File: src/rtl/fallthru_small_fifo_if.sv
// Handshake/data bundle for fallthru_small_fifo: producer/consumer side is
// the master, the FIFO itself is the slave.
interface fallthru_small_fifo_if #(
  parameter int unsigned WIDTH = 72
);
  logic [WIDTH-1:0] din;
  logic             wr_en;
  logic             rd_en;
  logic [WIDTH-1:0] dout;
  logic             full;
  logic             nearly_full;
  logic             prog_full;
  logic             empty;

  modport master (
    output din, wr_en, rd_en,
    input  dout, full, nearly_full, prog_full, empty
  );

  modport slave (
    input  din, wr_en, rd_en,
    output dout, full, nearly_full, prog_full, empty
  );
endinterface

File: src/rtl/fallthru_small_fifo.sv
// Small first-word-fall-through FIFO, depth 2**MAX_DEPTH_BITS, flags decoded from a registered count.
// Define FALLTHRU_FIFO_ERROR_CHECK_EN to compile in simulation-only overflow/underflow messages.
module fallthru_small_fifo #(
  parameter int unsigned WIDTH               = 72,
  parameter int unsigned MAX_DEPTH_BITS      = 3,
  parameter int unsigned PROG_FULL_THRESHOLD = (2 ** MAX_DEPTH_BITS) - 1
) (
  input  logic                  clk,
  input  logic                  reset,
  fallthru_small_fifo_if.slave  bus
);

  localparam int unsigned DEPTH = 2 ** MAX_DEPTH_BITS;
  localparam int unsigned PW    = MAX_DEPTH_BITS;
  localparam int unsigned CW    = MAX_DEPTH_BITS + 1;

  logic [WIDTH-1:0] mem [DEPTH];
  logic [PW-1:0]    wr_ptr;
  logic [PW-1:0]    rd_ptr;
  logic [CW-1:0]    count;
  logic [CW-1:0]    count_next;
  logic             wr_acc;
  logic             rd_acc;
  logic             empty_q;
  logic             full_q;
  logic             nearly_full_q;
  logic             prog_full_q;

  // Acceptance uses the registered flags, so a write into a full FIFO is dropped
  // even when a read frees a slot at the same edge.
  always_comb begin
    wr_acc     = bus.wr_en && !full_q;
    rd_acc     = bus.rd_en && !empty_q;
    count_next = count;
    case ({wr_acc, rd_acc})
      2'b10:   count_next = count + CW'(1);
      2'b01:   count_next = count - CW'(1);
      default: count_next = count;
    endcase
  end

  always_ff @(posedge clk or posedge reset) begin
    if (reset) begin
      wr_ptr        <= '0;
      rd_ptr        <= '0;
      count         <= '0;
      empty_q       <= 1'b1;
      full_q        <= 1'b0;
      nearly_full_q <= 1'b0;
      prog_full_q   <= 1'b0;
    end else begin
      if (wr_acc) wr_ptr <= wr_ptr + PW'(1);
      if (rd_acc) rd_ptr <= rd_ptr + PW'(1);
      count         <= count_next;
      empty_q       <= (count_next == '0);
      full_q        <= (count_next == CW'(DEPTH));
      nearly_full_q <= (count_next >= CW'(DEPTH - 1));
      prog_full_q   <= (count_next >= CW'(PROG_FULL_THRESHOLD));
    end
  end

  // Storage has no reset; only the head view is forced to zero while empty.
  always_ff @(posedge clk) begin
    if (wr_acc) mem[wr_ptr] <= bus.din;
  end

  assign bus.dout        = empty_q ? '0 : mem[rd_ptr];
  assign bus.empty       = empty_q;
  assign bus.full        = full_q;
  assign bus.nearly_full = nearly_full_q;
  assign bus.prog_full   = prog_full_q;

`ifdef FALLTHRU_FIFO_ERROR_CHECK_EN
`ifndef SYNTHESIS
  always @(posedge clk) begin
    if (!reset && bus.wr_en && full_q)
      $error("%m: write while full at time %0t", $time);
    if (!reset && bus.rd_en && empty_q)
      $error("%m: read while empty at time %0t", $time);
  end
`endif
`endif

endmodule

File: src/flat_wrapper.sv
// flat-port wrapper written by rule: the top's interface ports become plain ports
module fallthru_small_fifo_flat 
#(
  parameter int unsigned WIDTH               = 72,
  parameter int unsigned MAX_DEPTH_BITS      = 3,
  parameter int unsigned PROG_FULL_THRESHOLD = (2 ** MAX_DEPTH_BITS) - 1
)
  (clk, reset, bus_din, bus_wr_en, bus_rd_en, bus_dout, bus_full, bus_nearly_full, bus_prog_full, bus_empty);
  fallthru_small_fifo_if #(.WIDTH(WIDTH)) bus_i ();
  input  logic clk;
  input  logic reset;
  input wire logic [$bits(bus_i.din)-1:0] bus_din;
  input wire logic [$bits(bus_i.wr_en)-1:0] bus_wr_en;
  input wire logic [$bits(bus_i.rd_en)-1:0] bus_rd_en;
  output wire logic [$bits(bus_i.dout)-1:0] bus_dout;
  output wire logic [$bits(bus_i.full)-1:0] bus_full;
  output wire logic [$bits(bus_i.nearly_full)-1:0] bus_nearly_full;
  output wire logic [$bits(bus_i.prog_full)-1:0] bus_prog_full;
  output wire logic [$bits(bus_i.empty)-1:0] bus_empty;
  assign bus_i.din = bus_din;
  assign bus_i.wr_en = bus_wr_en;
  assign bus_i.rd_en = bus_rd_en;
  assign bus_dout = bus_i.dout;
  assign bus_full = bus_i.full;
  assign bus_nearly_full = bus_i.nearly_full;
  assign bus_prog_full = bus_i.prog_full;
  assign bus_empty = bus_i.empty;
  fallthru_small_fifo #(.WIDTH(WIDTH), .MAX_DEPTH_BITS(MAX_DEPTH_BITS), .PROG_FULL_THRESHOLD(PROG_FULL_THRESHOLD)) u_core (.clk(clk), .reset(reset), .bus(bus_i));
endmodule
File: config.mk
export PLATFORM = sky130hd
export DESIGN_NAME = fallthru_small_fifo_flat
export DESIGN_NICKNAME = d
export VERILOG_FILES = /design/src/rtl/fallthru_small_fifo_if.sv /design/src/rtl/fallthru_small_fifo.sv /design/src/flat_wrapper.sv
export SDC_FILE = /design/constraint.sdc
export NUM_CORES = 1
export LEC_CHECK = 0
export CORE_AREA = 2 2 216 218
export DETAILED_ROUTE_END_ITERATION = 8
export DIE_AREA = 0 0 218 220
export GPL_TIMING_DRIVEN = 0
export HOLD_SLACK_MARGIN = 0.08
export PLACE_DENSITY = 0.67
export SLEW_MARGIN = 5
export SYNTH_ARGS = -nofsm -noshare
export SYNTH_HDL_FRONTEND = slang
export SYNTH_SLANG_ARGS = --single-unit
File: constraint.sdc
create_clock -name clk -period 6.8 [get_ports clk]
set_input_delay 0.68 -clock clk [delete_from_list [all_inputs] [get_ports clk]]
set_output_delay 0.68 -clock clk [all_outputs]
set_load 0.05 [all_outputs]
==> out/metrics.json <==
{
  "max_clock_freq_mhz": 209,
  "cts_root_buf": "clkbuf_16",
  "path_class": "reg2out",
  "post_cts_resized": 0,
  "post-place-ws_ns": 2.52,
  "synth.distinct_cells": 37,
  "dieWidth_um": 218,
  "worst_setup_path_start_kind": "flip-flop",
  "largest_cells_by_area_after_synthesis": "edfxtp_1, mux4_2, mux2i_1",
  "min_period_ns": 4.79,
  "crit_chain": "clkbuf_1, buf_2, clkbuf_1, mux4_2, mux2i_1, nor2_1, clkdlybuf4s50_1",
  "synth_ff_type": "edfxtp_1",
  "cts_setup_buffers": 0,
  "worstMarginPinSlew_ns": 1.06,
  "grt_antenna_before_repair": 6,
  "cpPeakStageDelay_ns": 0.87,
  "yosysTopAreaCellShare_pct": 76.6,
  "tritoncts": "done",
  "timing.critical_path.mode_cell": "clkbuf_1",
  "critPathMaxFanout": 10,
  "numClockSinks": 589,
  "final_cell_area_um2": 27300,
  "cts_hold_buf": 0,
  "setup_repair_after_global_routing_missed_its_margin": "no",
  "timing.final.setup_violations": 0,
  "placement.cell_area_um2": 25600,
  "detail_route.wirelength_um": 46700,
  "cellLeakagePower_nw": 8.95,
  "clock_insertion_delay_worst_skew_ns": 0.60,
  "place.detailed.hpwl_um": 29100,
  "max_cap_violations": 0,
  "yosys-top-cells-count": "edfxtp_1, mux4_2, nor2_1, mux2i_1, clkbuf_1",
  "routed_via_density": 5.58,
  "period_share_pct": 70.4,
  "number_of_cells_on_the_worst_reg_to_reg_path": 11,
  "grt_remaining_overflow": 0,
  "worst_setup_hold_path_clk_slew_ns": 0.06,
  "placed_cells_incl_taps": 1809,
  "regToRegSetupSlack_ns": 3.85,
  "first_global_vias": 11100,
  "grt_max_degree": 24,
  "layout-drive-gt1-share_pct": 22.3,
  "cts-htree-levels": 2,
  "die_h_um": 220,
  "critical_path_buf_inv_count": 4,
  "synth_area_per_cell_um2": 22.3,
  "drt-pass1-iter-count": 5,
  "yosys_warnings": 0,
  "mappedNetlistArea_um2": 22600,
  "irDropWorstVdd_v": 0.000385,
  "drtIter0Drc": 776,
  "initial_utilization_pct": 49.2,
  "placement.io_buffers": 151,
  "layout.core_utilization_pct": 59.6,
  "power.density_nw_per_um2": 474,
  "maximum_count_of_clock_buffers_along_a_single_path": 3,
  "die_area_um2": 48000,
  "critPathArrivalTime_ns": 4.11,
  "finalWeightedCongestion": 0.752,
  "syn_nets": 1091,
  "layout.nets": 1341,
  "synth_enable_flop_cells": 576,
  "worstSetupEndpointType": "output port",
  "critical-path-top-delay-family": "buffers and inverters",
  "synth_largest_area_cell": "edfxtp_1",
  "synthesis.instances": 1011,
  "routed_length_per_instance_um": 24.4,
  "area_delta_synth_final_pct": 21.1,
  "ios": 152,
  "setup_total_negative_slack_ns": 0,
  "hold_viol_final": 0,
  "grt_util_all_layers_pct": 20.1,
  "routed-via-count": 10700,
  "cp_required_ns": 6.12,
  "residual_drc": 0,
  "finalPower_mw": 13.0,
  "max_slew_margin_pct": 29.6,
  "finalClockSkew_ns": 0.0103,
  "final_antenna_net_count": 0,
  "grt_first_pass_wirelength_um": 69900,
  "final_setup_margin_ns": 2.01,
  "numCtsBuffers": 57,
  "core_area_um2": 45900,
  "synth.yosys.seq_area_share_pct": 78.0,
  "whs_ns": 0.419,
  "fp-row-count": 79,
  "slew_viol_final": 0,
  "holdCritPathClass": "in2async",
  "instances_no_fill": 1915,
  "timing.critical_path.slowest_stage_cell": "clkdlybuf4s50_1",
  "r2r_start": "u_core.bus.empty",
  "ys_seq_elements": 589,
  "crit-reg2reg-capture": "u_core.count[3]",
  "outcome": "completed",
  "async_flop_share_pct": 2.21,
  "post-synth-top-count-cell": "edfxtp_1"
}
## metal layers
layer,vias to the layer above,part of all wire [%],GRT usage [%]
met5,-,0.12,0
li1,4703,-,-
met2,272,49,33.0
met1,5644,44,27.7
met4,8,1.8,5.08
met3,65,5.3,4.36
## power breakdown
part           switching, mW  internal, mW  total [mW]
combinational           3.24          2.05        5.29
clock                   1.29          1.72        3.00
sequential             0.112          4.55        4.66
## layout by cell type, fill, tap and decap left out, types with 4 or more instances in the layout
cell	count
mux2i_1	72
clkinv_2	12
nor2_1	74
inv_1	4
clkbuf_1	35
nand2b_1	4
clkdlybuf4s50_1	151
buf_12	10
buf_16	10
bufinv_16	5
nor2_4	6
nand2_1	18
a21oi_1	6
xnor2_1	5
buf_4	10
clkinv_1	18
clkbuf_16	57
ha_1	4
nor3_1	5
buf_6	13
dfrtp_1	12
buf_2	12
mux4_2	144
buf_1	14
edfxtp_1	576
## logic make-up after synthesis
| group | synth area share (%) |
|---|---|
| buffers and inverters | 1.24 |
| adders and majority gates | 0.222 |
| and+or+nand+nor | 2.15 |
| AOI/OAI and AO/OA | 0.543 |
| xor gates and xnor gates | 0.271 |
| DFF | 78.0 |
| muxes | 17.6 |
## worst max path at each step
stage / from / to / slack [ns] / cells past startpoint
finish: u_core.rd_ptr[1] / bus_dout[54] / 2.01 / 7
global route: u_core.rd_ptr[1] / bus_dout[57] / 1.77 / 7
CTS: u_core.rd_ptr[1] / bus_dout[54] / 1.86 / 7
detailed placement: u_core.rd_ptr[1] / bus_dout[54] / 2.52 / 7
global placement: bus_wr_en / u_core.mem[0][36] / -5.58 / 5
floorplan: bus_wr_en / u_core.mem[0][0] / 0.22 / 4
## worst reg2reg max path, stage by stage, from the launching register on
cell and delay (ns):
dfstp_2 0.54, buf_6 0.22, nand2b_4 0.17, buf_6 0.14, clkinv_8 0.08, ha_1 0.27
clkbuf_1 0.30, nand2b_1 0.20, a211oi_1 0.07, a311oi_1 0.37, a21oi_1 0.18, or2_2 0.31
## flip-flops by register name, summed over array words and instances (netlist names)
register	flops
u_core.mem	576
u_core.bus.full	1
u_core.count	4
u_core.bus.nearly_full	1
u_core.rd_ptr	3
u_core.wr_ptr	3
u_core.bus.empty	1
## final cells by class
class                           instances  area [µm²]
Multi-Input combinational cell        361        4740
Timing Repair Buffer                  191        2190
Sequential cell                       589       17600
Clock buffer                           67        1460
Inverter                                6        35.0
Tap cell                              607         759
Buffer                                 55         244
Clock inverter                         37         294
Antenna cell                            2        5.00
Fill cell                            3275       18500
Power figures use the tool's default switching activity.
